<file path="config.mk">
export PLATFORM = sky130hd
export DESIGN_NAME = node_inject_queue
export DESIGN_NICKNAME = d
export VERILOG_FILES = /design/src/rtl/node_inject_queue.sv
export SDC_FILE = /design/constraint.sdc
export NUM_CORES = 1
export LEC_CHECK = 0
export CAP_MARGIN = 20
export CORE_MARGIN = 5
export CORE_UTILIZATION = 55
export CTS_CLUSTER_SIZE = 28
export DETAILED_ROUTE_END_ITERATION = 16
export GPL_TIMING_DRIVEN = 1
export PLACE_DENSITY = 0.77
export SYNTH_ARGS = -nofsm -noshare
export SYNTH_HDL_FRONTEND = slang
export SYNTH_SLANG_ARGS = --single-unit
</file>
<file path="constraint.sdc">
create_clock -name clk -period 13.5 [get_ports clk]
set_clock_uncertainty 0.05 [all_clocks]
set_input_delay 2.7 -clock clk [delete_from_list [all_inputs] [get_ports clk]]
set_output_delay 2.7 -clock clk [all_outputs]
set_load 0.05 [all_outputs]
</file>
<file path="src/rtl/node_inject_queue.sv">
// Local-port injection queue: formats neuron pushes into router stream words
// and buffers them in a first-word-fall-through FIFO ahead of router port 4.
module node_inject_queue #(
    parameter int STREAM_WIDTH  = 144,
    parameter int NET_WIDTH     = 4,
    parameter int NW_HALF       = 2,
    parameter int SEQ_WIDTH     = 8,
    parameter int PAYLOAD_WIDTH = STREAM_WIDTH - 2*NET_WIDTH - SEQ_WIDTH,
    parameter int DEPTH         = 4,
    parameter int SELF_X        = 0,
    parameter int SELF_Y        = 0
) (
    input  logic                     clk,
    input  logic                     rst_n,
    input  logic                     push_valid,
    output logic                     push_ready,
    input  logic [NET_WIDTH-1:0]     push_dst,
    input  logic [PAYLOAD_WIDTH-1:0] push_data,
    output logic                     out_valid,
    input  logic                     out_ready,
    output logic [STREAM_WIDTH-1:0]  out_stream,
    output logic [$clog2(DEPTH):0]   level,
    output logic [SEQ_WIDTH-1:0]     seq_next
);

    localparam int AW = $clog2(DEPTH);
    localparam int LW = AW + 1;

    localparam logic [NW_HALF-1:0] SX = NW_HALF'(SELF_X);
    localparam logic [NW_HALF-1:0] SY = NW_HALF'(SELF_Y);

    logic [STREAM_WIDTH-1:0] mem [DEPTH];
    logic [AW-1:0]           wr_ptr;
    logic [AW-1:0]           rd_ptr;
    logic [LW-1:0]           count;
    logic [SEQ_WIDTH-1:0]    seq;
    logic                    push_fire;
    logic                    pop_fire;
    logic [STREAM_WIDTH-1:0] word;

    // Ready looks only at registered occupancy, so a full queue refuses
    // a push even when the router drains a word in the same cycle.
    assign push_ready = (count != LW'(DEPTH));
    assign out_valid  = (count != '0);
    assign push_fire  = push_valid && push_ready;
    assign pop_fire   = out_valid && out_ready;

    assign word = {push_dst, SY, SX, seq, push_data};

    assign out_stream = out_valid ? mem[rd_ptr] : '0;
    assign level      = count;
    assign seq_next   = seq;

    always_ff @(posedge clk) begin
        if (push_fire) begin
            mem[wr_ptr] <= word;
        end
    end

    always_ff @(posedge clk or negedge rst_n) begin
        if (!rst_n) begin
            wr_ptr <= '0;
            rd_ptr <= '0;
            count  <= '0;
            seq    <= '0;
        end else begin
            if (push_fire) begin
                wr_ptr <= wr_ptr + AW'(1);
                seq    <= seq + SEQ_WIDTH'(1);
            end
            if (pop_fire) begin
                rd_ptr <= rd_ptr + AW'(1);
            end
            unique case ({push_fire, pop_fire})
                2'b10:   count <= count + LW'(1);
                2'b01:   count <= count - LW'(1);
                default: count <= count;
            endcase
        end
    end

endmodule

</file>
==> flow_metrics.py, run 1 <==
metrics = {
    "status": {
        "status": "finished clean",
    },
    "synthesis": {
        "synth_area_leader_cell": "edfxtp_1",
        "ys.flop_type": "edfxtp_1",
        "synth_edf_count": 560,
        "synth-simple-area-share_pct": 4.57,
        "syn_area_per_cell_um2": 22.9,
        "yosys.area.top_type_share_pct": 76.7,
        "synth_top_family_by_area": "multiplexers",
        "synthMuxAreaShare_pct": 14.5,
        "netlist_area_mm2": 0.0219,
        "synth_xor_area_share_pct": 0.519,
        "ys_ff_latch": 575,
        "synth_commonest_cells": "560 x edfxtp_1, 142 x and2_1, 140 x mux4_2",
        "synth_most_common_cell": "edfxtp_1",
        "ys_warn_count": 0,
        "synth_seq_area_share_pct": 78.4,
        "synth_compound_area_share_pct": 0,
        "synth.area.top_cells": "edfxtp_1 77%, mux4_2 14%, and2_1 4.1%",
        "synth_cell_type_count": 26,
        "synthArstFlopShare_pct": 2.61,
        "synth_fa_ha_area_share_pct": 0.434,
        "syn_inst": 959,
    },
    "clock_network": {
        "cts_tree": "built",
        "clkTransAtPathRegs_ps": 60,
        "numCtsBuffers": 57,
        "cts.sink_count": 575,
        "post-cts-setup-buffers": 0,
        "cts_max_level": 2,
        "ctsHoldBuffers": 0,
        "cts_resized": 0,
        "cts.path.max_buffers": 3,
        "clk_latency_ps": 580,
        "ctsRootBufferMaster": "clkbuf_16",
    },
    "placed_design": {
        "gp_congestion": 0.743,
        "dp_hpwl_um": 26400,
        "portBuffers": 288,
    },
    "routing": {
        "drt_first_iter_violations": 773,
        "vias": 10400,
        "first_pass_iters": 5,
        "drc_errors": 0,
        "wire_per_inst_um": 24.2,
        "via_per_inst": 5.64,
        "routed_wl_um": 44600,
        "ant_nets": 0,
    },
    "sta": {
        "worst_hold_slack_ps": 474,
        "relSlewSlack_pct": 29.6,
        "period_needed_ps": 7040,
        "setup_viol": 0,
        "fin_crit_sh_pct": 52.2,
        "rsz0062_at_grt": "no",
        "tightest_slew_ps": 1060,
        "hold_viol": 0,
        "max_freq_ghz": 0.142,
        "setup_tns_ps": 0,
        "report.final.slew_viol_count": 0,
    },
    "min_path": {
        "hold_class": "reg2reg",
        "worstHoldStart": "level[2]",
    },
    "grt": {
        "grt_usage_pct": 20.2,
        "antenna_found_initial": 6,
        "grt_pass1_wl_um": 67700,
        "grt_overflow": 0,
        "grt_max_degree": 78,
        "grt_pass1_vias": 11000,
    },
    "die": {
        "num_rows": 73,
        "die_area_mm2": 0.0440,
        "io_pins": 293,
        "core-area_mm2": 0.0395,
        "die_x_um": 210,
        "start_util_pct": 55.4,
        "die_h_um": 210,
    },
    "flow_run": {
        "drv_cap": 0,
    },
    "critical_path": {
        "crit_path_max_fanout": 40,
        "endpoint_kind": "output pin",
        "crit_path_max_incr_delay_ps": 780,
        "start_kind": "flip-flop",
        "crit_start": "rd_ptr[0]",
        "worstPathRequired_ps": 10750,
        "path_cells": "buf_4 > buf_4 > mux4_2 > and2_1 > clkdlybuf4s50_1",
        "arrival_ps": 4290,
        "worstReg2RegStart": "level[0]",
        "cp_common_cell": "buf_4",
        "slowest_stage": "buf_4",
        "crit_type": "reg2out",
    },
    "finish": {
        "area_growth_pct": 23.6,
        "finalNetCount": 1413,
        "antennaDiodeCount": 0,
        "drive_gt1_share_pct": 18.6,
    },
}
## layer usage
layer | track usage, % | up-vias | part of all wire, %
met2 | 31.7 | 379 | 48
li1 | - | 4528 | -
met3 | 6.43 | 63 | 8.7
met4 | 3.76 | 12 | 1.3
met1 | 29.0 | 5398 | 41
met5 | 0 | - | 0.20
## critical path, delay by kind of cell, from the launching register on
| family | cells | cell delay [ps] |
|---|---|---|
| simple gates | 1 | 200 |
| buf+inv | 3 | 2120 |
| mux | 1 | 590 |
| flops | 1 | 750 |
## metrics by stage
| step | instance area (µm²) | std cells | setup slack (ps) | util [%] |
|---|---|---|---|---|
| detailed placement | 25300 | 1736 | 6920 | 64.0 |
| floorplan | 21900 | 962 | 6700 | - |
| CTS | 27100 | 1839 | 6250 | 68.5 |
| finish | 27100 | 1839 | 6460 | 68.5 |
| global route | 27100 | 1839 | 6060 | 68.5 |
| global placement | 25300 | 1736 | 6950 | 64.0 |
## flip-flops by register name (all words and copies together) (netlist names)
| register | flops |
|---|---|
| wr_ptr | 2 |
| mem | 560 |
| seq_next | 8 |
| rd_ptr | 2 |
| level | 3 |
## final timing paths
path | endpoint | slack (ps) | depth (start not counted)
hold reg to reg | level[2] | 470 | 1
max in group asynchronous | rd_ptr[1] | 10350 | 1
setup / recovery | out_stream[13] | 6460 | 5
min in group asynchronous | seq_next[3] | 2510 | 1
setup reg to reg | level[2] | 10160 | 9
hold / removal | level[2] | 470 | 1
## cell families after synthesis
logic type	after synthesis
mux	143
buf+inv	59
other cells	1
fa+ha+maj	7
simple gates	161
xor+xnor	13
flops	575
## cell usage in the layout (no fill, tap or decap), drive strengths merged
| master | instances |
|---|---|
| and2 | 142 |
| nor2 | 2 |
| dfrtp | 15 |
| xnor2 | 7 |
| conb | 4 |
| and3 | 5 |
| xor2 | 6 |
| inv | 7 |
| nand4 | 4 |
| nand3 | 2 |
| bufinv | 5 |
| buf | 14 |
| or3 | 1 |
| clkdlybuf4s50 | 288 |
| mux4 | 140 |
| nor3 | 2 |
| nor3b | 1 |
| mux2 | 2 |
| clkinv | 22 |
| clkbuf | 74 |
| nand2 | 2 |
| edfxtp | 560 |
| ha | 6 |
| fa | 1 |
| clkinvlp | 1 |
| mux2i | 1 |
## cell type report
cell class	instances	area, µm²
multi-input combinational	328	4440
tap	525	657
timing repair buffer	302	2990
fill	2447	12500
clock inverter	29	268
sequential	575	17200
clock buffer	74	1520
inverter	6	22.5
Power of run 1 is not shown: default switching activity piles up to over one toggle a cycle in this logic, so the estimate is an artifact.
==> run 2, diff against run 1 <==
Settings changed: CORE_UTILIZATION 55 to 49, PLACE_DENSITY 0.77 to 0.72.
Clock period 13.5 ns to 5.9 ns, I/O delays scaled along.
==> run 2 against run 1 <==
Effect of this change:
- critical path type unchanged
- utilization decreased by 7.0 points
- register-to-register slack got worse by 7100 ps
- wire length shrank 1.6%
- critical endpoint is now out_stream[74]
- first-iteration DRC count is 15% lower
==> flow_metrics.py, run 2 (synthesis gave the netlist of run 1 again) <==
metrics = {
    "grt": {
        "grt_usage_pct": 17.9,
        "grt_pass1_wl_um": 68300,
        "antenna_found_initial": 6,
        "grt_overflow": 0,
        "grt_pass1_vias": 11100,
        "grt_max_degree": 81,
    },
    "finish": {
        "area_growth_pct": 24.1,
        "largest_reg_flops": 560,
        "fin_area_mm2": 0.0272,
        "finalNetCount": 1414,
        "largest_register": "mem",
        "layout_common_cells": "560 x edfxtp_1, 288 x clkdlybuf4s50_1, 142 x and2_1",
        "final_common_cell": "edfxtp_1",
        "drive_gt1_share_pct": 17.8,
        "finish.utilization_pct": 61.5,
    },
    "critical_path": {
        "crit_path_max_incr_delay_ps": 820,
        "r2r_slack_ps": 3080,
        "worst-path-buf-inv": 2,
        "r2r_cells": 9,
        "crit_family": "buffers and inverters",
        "rr_endpoint": "level[2]",
        "cp.depth": 4,
        "crit_start": "rd_ptr[0]",
        "worstSetupEndpoint": "out_stream[74]",
        "worstPathRequired_ps": 4670,
        "arrival_ps": 3390,
        "crit_path_max_fanout": 47,
        "crit_type": "reg2out",
        "endpoint_kind": "output pin",
        "slowest_stage": "dfrtp_4",
        "start_kind": "flip-flop",
        "worstReg2RegStart": "level[0]",
        "path_cells": "buf_12 > mux4_2 > and2_1 > clkdlybuf4s50_1",
    },
    "routing": {
        "ant_nets": 0,
        "vias": 10300,
        "wire_per_inst_um": 23.0,
        "routed_wl_um": 43900,
        "drc_errors": 0,
        "first_pass_iters": 5,
        "via_per_inst": 5.42,
        "drt_first_iter_violations": 660,
    },
    "sta": {
        "rsz0062_at_grt": "no",
        "hold_viol": 0,
        "relSlewSlack_pct": 50.3,
        "tightest_slew_ps": 745,
        "setup_tns_ps": 0,
        "period_needed_ps": 4620,
        "max_freq_ghz": 0.216,
        "report.final.slew_viol_count": 0,
        "worst_hold_slack_ps": 487,
        "setup_viol": 0,
        "fin_crit_sh_pct": 78.3,
    },
    "clock_network": {
        "cts_max_level": 2,
        "ctsRootBufferMaster": "clkbuf_16",
        "cts_tree": "built",
        "cts.path.max_buffers": 3,
        "cts_resized": 0,
        "ctsHoldBuffers": 0,
        "clk_latency_ps": 590,
        "clkTransAtPathRegs_ps": 60,
        "post-cts-setup-buffers": 0,
        "numCtsBuffers": 56,
        "cts.sink_count": 575,
    },
    "die": {
        "die_h_um": 222,
        "io_pins": 293,
        "num_rows": 77,
        "start_util_pct": 49.6,
        "die_x_um": 222,
        "core-area_mm2": 0.0442,
        "die_area_mm2": 0.0491,
    },
    "flow_run": {
        "drv_cap": 0,
    },
    "status": {
        "status": "finished clean",
    },
    "min_path": {
        "hold_class": "reg2reg",
    },
    "placed_design": {
        "portBuffers": 288,
        "dp_hpwl_um": 26200,
        "placed_area_mm2": 0.0255,
        "gp_congestion": 0.724,
    },
}
-- run 2: cell types whose count changed in the layout (fill, tap and decap cells not counted) --
cell / before / now
buf_4: 14 / 8
bufinv_16: 5 / 3
buf_12: 0 / 8
clkinv_1: 11 / 10
clkinvlp_4: 1 / 0
clkbuf_8: 3 / 2
diode_2: 0 / 2
clkinv_2: 11 / 3
clkbuf_1: 14 / 22
-- run 2: layout make-up --
class / count / area (µm²)
Multi-Input combinational cell: 328 / 4440
Tap cell: 592 / 741
Timing Repair Buffer: 304 / 3100
Clock inverter: 17 / 156
Fill cell: 3037 / 17000
Antenna cell: 2 / 5.00
Sequential cell: 575 / 17200
Clock buffer: 81 / 1540
Inverter: 6 / 22.5
-- run 2: stage by stage --
step           worst slack (ps)  cells
3_3_place_gp               1850   1805
3_5_place_dp               1830   1805
2_1_floorplan               622    962
5_1_grt                    1050   1905
6_report                   1280   1905
4_1_cts                    1160   1903
-- run 2: worst min path at each step --
stage                endpoint       from  cells after the start
CTS                 wr_ptr[0]  wr_ptr[0]                      1
detailed placement   level[2]   level[2]                      1
finish              wr_ptr[0]  wr_ptr[0]                      1
floorplan           wr_ptr[0]  wr_ptr[0]                      1
global route         level[2]   level[2]                      1
global placement    wr_ptr[0]  wr_ptr[0]                      1
-- run 2: layer usage --
metal / up-vias / global-route usage [%] / routed length (µm) / part of all wire (%)
met5: - / 0 / 51 / 0.12
met4: 8 / 3.70 / 673 / 1.5
met3: 64 / 5.51 / 3200 / 7.3
met2: 315 / 28.7 / 21500 / 49
met1: 5410 / 24.9 / 18400 / 42
li1: 4530 / - / - / -
Power of run 2 is left out for the same reason.
==> run 3, diff against run 2 <==
Settings changed: CORE_UTILIZATION 49 to 55, PLACE_DENSITY 0.72 to 0.77.
Clock period 5.9 ns to 4.8 ns, I/O delays scaled along.
==> run 3 against run 2 <==
Effect of this change:
- sequential share of layout area shrank 0.40 points
- global-route usage is 2.9 points higher
- critical path type unchanged
- cell area increased by 0.63%
- setup slack worse by 740 ps
- utilization grew 7.7 points
- sequential cell count is the same
- wire length up 2.9%
- final cell count shrank 2.9%
==> flow_metrics.py, run 3 (synthesis gave the netlist of run 1 again) <==
metrics = {
    "grt": {
        "grt_max_degree": 79,
        "met1_usage_pct": 29.2,
        "grt_pass1_vias": 11400,
        "grt_overflow": 0,
        "gr-max-usage-layer": "met2",
        "grt_usage_pct": 20.8,
        "antenna_found_initial": 7,
        "use_met3_pct": 5.67,
        "grt_pass1_wl_um": 69700,
        "grtUsageMet2_pct": 33.0,
    },
    "routing": {
        "ant_nets": 0,
        "first_pass_iters": 5,
        "drc_errors": 0,
        "drt_first_iter_violations": 696,
        "wire_per_inst_um": 24.4,
        "via_per_inst": 5.67,
        "routed_wl_um": 45200,
        "vias": 10500,
    },
    "die": {
        "die_h_um": 210,
        "io_pins": 293,
        "die_area_mm2": 0.0440,
        "core-area_mm2": 0.0395,
        "num_rows": 73,
        "start_util_pct": 55.4,
        "die_x_um": 210,
    },
    "critical_path": {
        "worstPathRequired_ps": 3790,
        "worstReg2RegStart": "level[0]",
        "start_kind": "flip-flop",
        "endpoint_kind": "output pin",
        "crit_type": "reg2out",
        "crit_start": "level[0]",
        "crit_path_max_fanout": 77,
        "arrival_ps": 3250,
    },
    "placed_design": {
        "placed_area_mm2": 0.0255,
        "portBuffers": 288,
        "dp_hpwl_um": 27600,
        "gp_congestion": 0.731,
        "dp_cells": 1746,
        "place_ws_ps": 1090,
    },
    "finish": {
        "largest_register": "mem",
        "final_common_cell": "edfxtp_1",
        "regArea_mm2": 0.0172,
        "fin_cells": 1849,
        "drive_gt1_share_pct": 19.3,
        "fin_area_mm2": 0.0274,
        "area_growth_pct": 24.8,
        "largest_reg_flops": 560,
        "finalNetCount": 1421,
        "final.fill_count": 2402,
        "multiInputGateArea_mm2": 0.00444,
        "layout_common_cells": "560 x edfxtp_1, 288 x clkdlybuf4s50_1, 142 x and2_1",
    },
    "sta": {
        "hold_viol": 0,
        "relSlewSlack_pct": 49.2,
        "tightest_slew_ps": 763,
        "period_needed_ps": 4260,
        "report.final.slew_viol_count": 0,
        "max_freq_ghz": 0.235,
        "fin_crit_sh_pct": 88.8,
        "setup_viol": 0,
        "rsz0062_at_grt": "no",
        "setup_ws_ps": 536,
        "setup_tns_ps": 0,
    },
    "min_path": {
        "worstHoldStart": "wr_ptr[0]",
        "hold_class": "reg2reg",
    },
    "clock_network": {
        "ctsRootBufferMaster": "clkbuf_16",
        "ctsHoldBuffers": 0,
        "numCtsBuffers": 55,
        "cts.sink_count": 575,
        "cts_resized": 0,
        "clkTransAtPathRegs_ps": 60,
        "post-cts-setup-buffers": 0,
        "clk_latency_ps": 600,
        "cts_max_level": 2,
        "cts_tree": "built",
        "cts.path.max_buffers": 3,
    },
    "status": {
        "status": "finished clean",
    },
    "flow_run": {
        "drv_cap": 0,
    },
}
-- run 3: cell types whose count changed in the layout (fill, tap and decap cells not counted) --
cell,change
clkbuf_16,+1
inv_6,-2
bufinv_16,+3
clkbuf_1,-10
buf_4,+3
clkinvlp_4,+1
inv_8,+1
clkinv_2,+8
buf_12,+5
clkbuf_8,+1
-- run 3: layer usage --
layer	vias to the layer above	wire [µm]
li1	4540	-
met1	5476	18400
met2	376	22000
met3	76	3730
met4	8	937
met5	-	51
-- run 3: through the flow --
step / hold slack, ps / util (%)
global placement: 467 / 64.6
CTS: 506 / 69.2
floorplan: 448 / -
global route: 519 / 69.2
finish: 501 / 69.2
detailed placement: 485 / 64.6
-- run 3: area by class of cell --
cell class              instances  share of cell area, %
diodes                          2                 0.0183
clock buffers                  73                   5.62
clock inverters                28                   1.05
inverters                       6                 0.0823
multi-input cells             328                   16.2
flip-flops and latches        575                   62.8
well taps                     525                   2.40
repair buffers                312                   11.8
-- run 3: final timing paths --
| kind | end | slack (ps) | cells past startpoint |
|---|---|---|---|
| setup / recovery | out_stream[140] | 540 | 4 |
| hold / removal | wr_ptr[0] | 500 | 1 |
| setup reg to reg | level[2] | 2130 | 8 |
| hold reg to reg | wr_ptr[0] | 500 | 1 |
| max in group asynchronous | rd_ptr[1] | 3470 | 1 |
| min in group asynchronous | seq_next[0] | 720 | 1 |
-- run 3: worst max-delay path: stages, from the launching register on --
cell and delay [ps]:
dfrtp_1 490, or3_4 640, buf_12 370, and2_1 250
clkdlybuf4s50_1 830
Power of run 3 is left out for the same reason.
